[src/rtl/map_latch_pkg.sv]
// rtl/map_latch_pkg.sv - shared types, save-state map and helpers for map_latch_gen
package map_latch_pkg;

  typedef enum logic [1:0] {
    IDLE  = 2'd0,
    HIGH  = 2'd1,
    ARMED = 2'd2
  } m2_state_t;

  localparam logic [7:0] SST_CHR = 8'd0;
  localparam logic [7:0] SST_PRG = 8'd1;
  localparam logic [7:0] SST_MIR = 8'd2;
  localparam logic [7:0] SST_IDX = 8'd127;

  // Reverses the low w bits of v; bits at and above w come back as zero.
  function automatic logic [3:0] bit_rev4(input logic [3:0] v, input int w);
    logic [3:0] r;
    r = '0;
    for (int i = 0; i < 4; i++) begin
      if (i < w) r[i] = v[w-1-i];
    end
    return r;
  endfunction

endpackage

[src/rtl/map_latch_gen_m2_filt.sv]
// rtl/map_latch_gen_m2_filt.sv - M2 synchroniser, glitch filter and bus capture
module m2_filt
  import map_latch_pkg::*;
#(
  parameter int FILT = 4
) (
  input  logic        clk,
  input  logic        rst,
  input  logic        m2,
  input  logic        force_idle,
  input  logic        rw,
  input  logic [15:0] addr,
  input  logic [7:0]  data,
  input  logic [7:0]  prg,
  output logic        fall,
  output logic        cap_rw,
  output logic [15:0] cap_addr,
  output logic [7:0]  cap_data,
  output logic [7:0]  cap_prg
);

  localparam logic [3:0] FILT_C = 4'(FILT);

  m2_state_t  state, state_n;
  logic [3:0] cnt, cnt_n;
  logic       fall_n;
  logic       m2_q1, m2_s;

  always_ff @(posedge clk) begin
    if (rst) begin
      m2_q1    <= 1'b0;
      m2_s     <= 1'b0;
      state    <= IDLE;
      cnt      <= '0;
      fall     <= 1'b0;
      cap_rw   <= 1'b0;
      cap_addr <= '0;
      cap_data <= '0;
      cap_prg  <= '0;
    end else begin
      m2_q1 <= m2;
      m2_s  <= m2_q1;
      state <= state_n;
      cnt   <= cnt_n;
      fall  <= fall_n;
      // Keep refreshing while high so the values from the end of the phase win.
      if (m2_s) begin
        cap_rw   <= rw;
        cap_addr <= addr;
        cap_data <= data;
        cap_prg  <= prg;
      end
    end
  end

  always_comb begin
    state_n = state;
    cnt_n   = cnt;
    fall_n  = 1'b0;
    if (force_idle) begin
      state_n = IDLE;
      cnt_n   = '0;
    end else begin
      case (state)
        IDLE: begin
          if (m2_s) begin
            cnt_n   = 4'd1;
            state_n = (FILT_C <= 4'd1) ? ARMED : HIGH;
          end
        end
        HIGH: begin
          if (m2_s) begin
            cnt_n = (cnt >= FILT_C) ? cnt : cnt + 4'd1;
            if (cnt_n >= FILT_C) state_n = ARMED;
          end else begin
            state_n = IDLE;
            cnt_n   = '0;
          end
        end
        ARMED: begin
          if (!m2_s) begin
            state_n = IDLE;
            cnt_n   = '0;
            fall_n  = 1'b1;
          end
        end
        default: begin
          state_n = IDLE;
          cnt_n   = '0;
        end
      endcase
    end
  end

endmodule

[src/rtl/map_latch_gen.sv]
// rtl/map_latch_gen.sv - parametrised single-latch CHR/PRG/mirroring bank mapper
module map_latch_gen
  import map_latch_pkg::*;
#(
  parameter int          CHR_BITS = 2,
  parameter int          PRG_BITS = 0,
  parameter int          PRG_LSB  = 4,
  parameter int          MIR_BIT  = -1,
  parameter int          CHR_REV  = 1,
  parameter logic [15:0] REG_BASE = 16'h6000,
  parameter logic [15:0] REG_MASK = 16'hE000,
  parameter int          FILT     = 4,
  localparam int         PW       = (PRG_BITS > 0) ? PRG_BITS : 1
) (
  input  logic                clk,
  input  logic                map_rst,
  input  logic                cpu_m2,
  input  logic                cpu_rw,
  input  logic [15:0]         cpu_addr,
  input  logic [7:0]          cpu_data,
  input  logic [7:0]          prg_do,
  input  logic                cfg_bus_cf,
  input  logic [7:0]          cfg_map_idx,
  input  logic                sst_act,
  input  logic                sst_we_reg,
  input  logic [7:0]          sst_addr,
  input  logic [7:0]          sst_dato,
  output logic [7:0]          sst_di,
  output logic [CHR_BITS-1:0] chr_bank,
  output logic [PW-1:0]       prg_bank,
  output logic                mir_sel,
  output logic                wr_pulse
);

  localparam int MIR_IDX = (MIR_BIT < 0) ? 0 : MIR_BIT;

  logic          fall, cap_rw;
  logic [15:0]   cap_addr;
  logic [7:0]    cap_data, cap_prg;

  m2_filt #(.FILT(FILT)) u_filt (
    .clk        (clk),
    .rst        (map_rst),
    .m2         (cpu_m2),
    .force_idle (sst_act),
    .rw         (cpu_rw),
    .addr       (cpu_addr),
    .data       (cpu_data),
    .prg        (prg_do),
    .fall       (fall),
    .cap_rw     (cap_rw),
    .cap_addr   (cap_addr),
    .cap_data   (cap_data),
    .cap_prg    (cap_prg)
  );

  logic          hit, commit;
  logic [7:0]    d;
  logic [3:0]    chr_pad, chr_rev4;
  logic [CHR_BITS-1:0] chr_field;
  logic [PW-1:0] prg_field;
  logic          mir_field;

  assign hit    = (cap_addr & REG_MASK) == REG_BASE;
  assign commit = fall & ~cap_rw & hit & ~sst_act;

  // On a conflicting board the ROM drives the bus too, so only bits both agree on survive.
  assign d = cap_data & ((cfg_bus_cf & cap_addr[15]) ? cap_prg : 8'hFF);

  assign chr_pad   = 4'(d[CHR_BITS-1:0]);
  assign chr_rev4  = bit_rev4(chr_pad, CHR_BITS);
  assign chr_field = (CHR_REV != 0) ? chr_rev4[CHR_BITS-1:0] : d[CHR_BITS-1:0];

  generate
    if (PRG_BITS > 0) begin : g_prg
      assign prg_field = d[PRG_LSB +: PW];
    end else begin : g_no_prg
      assign prg_field = '0;
    end
    if (MIR_BIT >= 0) begin : g_mir
      assign mir_field = d[MIR_IDX];
    end else begin : g_no_mir
      assign mir_field = 1'b0;
    end
  endgenerate

  always_ff @(posedge clk) begin
    if (map_rst) begin
      chr_bank <= '0;
      prg_bank <= '0;
      mir_sel  <= 1'b0;
      wr_pulse <= 1'b0;
    end else begin
      wr_pulse <= 1'b0;
      if (sst_act) begin
        if (sst_we_reg) begin
          case (sst_addr)
            SST_CHR: chr_bank <= sst_dato[CHR_BITS-1:0];
            SST_PRG: prg_bank <= (PRG_BITS > 0) ? sst_dato[PW-1:0] : '0;
            SST_MIR: mir_sel  <= (MIR_BIT >= 0) ? sst_dato[0] : 1'b0;
            default: ;
          endcase
        end
      end else if (commit) begin
        chr_bank <= chr_field;
        prg_bank <= prg_field;
        mir_sel  <= mir_field;
        wr_pulse <= 1'b1;
      end
    end
  end

  always_comb begin
    sst_di = 8'hFF;
    case (sst_addr)
      SST_CHR: sst_di = 8'(chr_bank);
      SST_PRG: sst_di = 8'(prg_bank);
      SST_MIR: sst_di = {7'b0, mir_sel};
      SST_IDX: sst_di = cfg_map_idx;
      default: sst_di = 8'hFF;
    endcase
  end

endmodule

[config.mk]
export PLATFORM = sky130hd
export DESIGN_NAME = map_latch_gen
export DESIGN_NICKNAME = d
export VERILOG_FILES = /design/src/rtl/map_latch_pkg.sv /design/src/rtl/map_latch_gen_m2_filt.sv /design/src/rtl/map_latch_gen.sv
export SDC_FILE = /design/constraint.sdc
export NUM_CORES = 1
export LEC_CHECK = 0
export BUFFER_PORTS_ARGS = -buffer_cell sky130_fd_sc_hd__buf_2
export CAP_MARGIN = 40
export CORE_MARGIN = 2
export CORE_UTILIZATION = 33
export DETAILED_ROUTE_END_ITERATION = 6
export PLACE_DENSITY = 0.67
export SLEW_MARGIN = 10
export SYNTH_ARGS = -nofsm -noshare
export SYNTH_HDL_FRONTEND = slang
export SYNTH_SLANG_ARGS = --single-unit
[constraint.sdc]
create_clock -name clk -period 2.1 [get_ports clk]
set_input_delay 0.105 -clock clk [delete_from_list [all_inputs] [get_ports clk]]
set_output_delay 0.105 -clock clk [all_outputs]
set_load 0.02 [all_outputs]
==> results.txt <==
* Status: finished, final reports clean
* Achievable Freq: approximately 600 MHz
* Count of inserted antenna diode cells: 0
- Ranked by total cell area, the synthesized netlist is headed by sky130_fd_sc_hd__dfxtp_1 (37%), sky130_fd_sc_hd__mux2i_1 (9.3%), sky130_fd_sc_hd__a41o_1 (5.6%), sky130_fd_sc_hd__nand3b_1 (4.2%), sky130_fd_sc_hd__nor2_1 (4.2%).
* Dpl hpwl: about 1.8 mm
- Drt via density: about 5.1
- The number of antenna violations at the first check in global routing was 0.
* Kind of capture point of the worst setup path: output port
- Unrepaired setup endpoints after global routing: false
- Setup violations remaining at the end of the flow were counted as 0.
- For this configuration, the core starts out at a cell density of 35.00%.
* Critical path required time: about 2.0 ns
- Fraction of final layout cells with drive strength greater than 1: about 33%
* Number of hold violations in the final report: 0
- Worst Setup Slack, final: around 0.45 ns
- The detailed router finished its first iteration with 50 violations.
* GRT Overall Usage: about 14%
- For this run, the number of Yosys warnings is 0.
- Post-Place Worst Slack: around 0.44 ns
- Buffers added to address setup during post-CTS repair amount to 0.
* Largest net degree at the start of global routing: 19
- The die covers approximately 3700 µm².
* Synthesized area per cell: around 9 µm²
* Post-synthesis instance area: around 1100 µm²
- TritonCTS built the clock tree.
* Total power density per cell area: between 500 and 600 nW/µm²
- Combinational cells account for 10.2% of the total power.
- DRC violation count after routing: 0
- Count of different cell masters after synthesis: 38
- Fin. max-slew vios: 0
- Count of vias placed by the detailed router: roughly 1000
- The region available for standard cell placement spans a little over 3000 µm².
- In this run, post-CTS repair resized a total of 0 instances.
- STA puts the critical path data arrival time at around 1.6 ns.
- Overflow after GRT: 0
- Ratio of final minimum period to clock period: roughly 79%
* Worst clock skew: ~0.0072 ns
* Buffers from clock root to sink, at most: 2
- The clock network is responsible for about two fifths of the overall power.
- After clock tree synthesis, the flow added hold-fix buffers numbering 0.
* Crit Path Category: input port to output port
* Placement row count: 20
- Clock buffers created by TritonCTS: 3
- Number of buffer cells added on primary ports: between 40 and 50
- Switching part of the total: between 20 and 25%
* Area overhead of the layout relative to synthesis: 25.09%
- The count of nets left with antenna violations once routing finished came out at 0.
- RePlAce Congestion: 0.7708
* Hold/Removal Path Class: input port to flop
* Shortest period the worst path allows: around 1.7 ns
- Seq pwr share: between 40% and 50%
- Part of the Yosys area used for sequential elements: between 30% and 40%
* Clk root buf: sky130_fd_sc_hd__clkbuf_4
* Clock-pin slew on the worst setup and hold paths: ~0.11 ns
* Total net switching power: approximately 0.00017 W
* Headroom to the max-slew limit: 56.32%
- In this run the count of I/O pins placed on the die edge is 76.
- Counting every sink on the clock net gives 20.
- Largest vdd supply drop: 306.4 µV
- STA classifies the critical path startpoint as an input port.
* Pre-antenna DRT Iters: 4
- Summed over all instances, the cell type with the most area after synthesis is sky130_fd_sc_hd__dfxtp_1.
- The later pin in the worst-skew pair is clocked with a latency of a little over 0.3 ns.
- In the final routed layout, each cell accounts on average for roughly 12 µm.
- Total length of routed wires: 2.421 mm
- Global-route wire length before repair: roughly 3.8 mm
* Leakage power total: roughly 0.55 nW
* Worst Path Max Fanout: 10
- Max_cap viols: 0
* Fraction of synthesized cell area taken by the top area cell type: approximately 37%
- Seq cells post-synth: 20
- Vias in the first global route: just under 900
* Syn Inst Count: between 100 and 150
- Transition time of the tightest slew-check pin: roughly 0.65 ns
- In the final timing run, aggregate negative setup slack is 0 ns.
- Die boundary height: 61.14 µm
- Cell-internal power: slightly above 0.0006 W
- CTS built an H-tree with a depth of 1.
- From left edge to right edge, the die measures ~61 µm.
- NumNets Final: about 220
[path summary, 6_finish.rpt]
path,from,end,slack [ns],depth (start not counted)
worst min-delay path,cpu_m2,u_filt.m2_q1,0.009,2
worst max register to register,u_filt.m2_s,u_filt.cap_prg[0],0.74,3
worst max-delay path,sst_addr[2],sst_di[2],0.45,6
worst min register to register,u_filt.m2_q1,u_filt.m2_s,0.45,1
[cell usage after synthesis]
cell type                  count
sky130_fd_sc_hd__nor3_2        1
sky130_fd_sc_hd__a32oi_2       1
sky130_fd_sc_hd__o2111a_1      1
sky130_fd_sc_hd__clkbuf_1      6
sky130_fd_sc_hd__or4_4         1
sky130_fd_sc_hd__conb_1        1
sky130_fd_sc_hd__ha_1          1
sky130_fd_sc_hd__nor3_1        1
sky130_fd_sc_hd__a211o_1       2
sky130_fd_sc_hd__mux2i_1      10
sky130_fd_sc_hd__nand4b_1      1
sky130_fd_sc_hd__o31ai_1       1
sky130_fd_sc_hd__nor2_1       12
sky130_fd_sc_hd__nand2_1       6
sky130_fd_sc_hd__or3_1         1
sky130_fd_sc_hd__nor2_2        1
sky130_fd_sc_hd__or4_1         1
sky130_fd_sc_hd__buf_2         2
sky130_fd_sc_hd__a21boi_0      1
sky130_fd_sc_hd__buf_6         1
sky130_fd_sc_hd__o21ai_0       3
sky130_fd_sc_hd__a41o_1        6
sky130_fd_sc_hd__nand3b_1      6
sky130_fd_sc_hd__nor2_4        1
sky130_fd_sc_hd__nor2b_1       5
sky130_fd_sc_hd__inv_1         2
sky130_fd_sc_hd__nand2b_1      4
sky130_fd_sc_hd__a21oi_1       4
sky130_fd_sc_hd__a311oi_1      2
sky130_fd_sc_hd__nand4_1       3
sky130_fd_sc_hd__a31oi_1       1
sky130_fd_sc_hd__nand3_1       3
sky130_fd_sc_hd__buf_4         2
sky130_fd_sc_hd__o31a_1        1
sky130_fd_sc_hd__nor4b_1       2
sky130_fd_sc_hd__o21a_1        1
sky130_fd_sc_hd__dfxtp_1      20
sky130_fd_sc_hd__and3_1        2
[logic make-up after synthesis]
kind of cell / after synthesis / share of synthesized area (%)
other: 1 / 0.3481
buffers and inverters: 13 / 6.155
muxes: 10 / 9.292
adders and majority gates: 1 / 1.161
and+or+nand+nor: 51 / 27.76
DFF: 20 / 37.17
AOI/OAI and AO/OA: 24 / 18.12
[worst max-delay path: stages]
cell and delay [ns]:
sky130_fd_sc_hd__buf_2 0.16, sky130_fd_sc_hd__or4_4 0.57, sky130_fd_sc_hd__nor3_2 0.15, sky130_fd_sc_hd__a32oi_2 0.14, sky130_fd_sc_hd__a41o_1 0.26, sky130_fd_sc_hd__buf_2 0.16
[state kept, by name, summed over array words and instances (netlist names)]
signal           cells
u_filt.cap_prg       2
u_filt.cnt           4
u_filt.state         2
wr_pulse             1
u_filt.cap_rw        1
chr_bank             2
u_filt.cap_data      2
u_filt.m2_s          1
u_filt.m2_q1         1
u_filt.fall          1
u_filt.cap_addr      3
[layout by cell type (no fill, tap or decap), types with 2 or more instances in the layout]
cell	netlist	final
sky130_fd_sc_hd__buf_2	2	42
sky130_fd_sc_hd__nor4b_1	2	2
sky130_fd_sc_hd__a21oi_1	4	4
sky130_fd_sc_hd__o21ai_0	3	3
sky130_fd_sc_hd__dfxtp_1	20	20
sky130_fd_sc_hd__nand3b_1	6	6
sky130_fd_sc_hd__conb_1	1	2
sky130_fd_sc_hd__a311oi_1	2	2
sky130_fd_sc_hd__nor2b_1	5	5
sky130_fd_sc_hd__and3_1	2	2
sky130_fd_sc_hd__nand4_1	3	3
sky130_fd_sc_hd__inv_1	2	2
sky130_fd_sc_hd__a41o_1	6	6
sky130_fd_sc_hd__nand3_1	3	3
sky130_fd_sc_hd__mux2i_1	10	10
sky130_fd_sc_hd__nand2b_1	4	4
sky130_fd_sc_hd__a211o_1	2	2
sky130_fd_sc_hd__nor2_1	12	12
sky130_fd_sc_hd__nand2_1	6	6
sky130_fd_sc_hd__clkbuf_4	0	3
[through the flow]
stage               hold slack (ns)  total power, W  utilization (%)  cells  area, µm²
finish                     0.009313       0.0007929            43.78    201       1348
global placement             0.3159       0.0004813            42.07    197       1295
CTS                        0.004540       0.0008003            43.78    201       1348
global route               0.006926       0.0008302            43.78    201       1348
floorplan                    0.2332       0.0004508                -    121       1081
detailed placement           0.3316       0.0004849            42.07    197       1295
[layer usage]
metal	vias to the layer above	global-route usage, %	routed length (µm)
li1	513	-	-
met1	466	16.94	1069
met2	32	22.64	1163
met3	5	3.992	133
met4	0	7.453	55
met5	-	0	0
[area by class of cell]
cell class              instances  area, µm²
fillers                       322       1730
multi-input cells              88      614.3
flip-flops and latches         20      400.4
repair buffers                 43      217.7
well taps                      44      55.05
clock inverters                 1      30.03
clock buffers                   3      22.52
inverters                       2      7.507
[power by group through the flow]
stage | combinational [W] | clock (W) | sequential [W]
after floorplan | 0.0000526 | 0 | 0.000398
after global placement | 0.0000781 | 0 | 0.000403
after detailed placement | 0.0000813 | 0 | 0.000404
after CTS | 0.0000816 | 0.000324 | 0.000395
after global routing | 0.0000905 | 0.000343 | 0.000397
final | 0.0000810 | 0.000317 | 0.000395
Note: power is estimated with default switching activity, not from simulation.
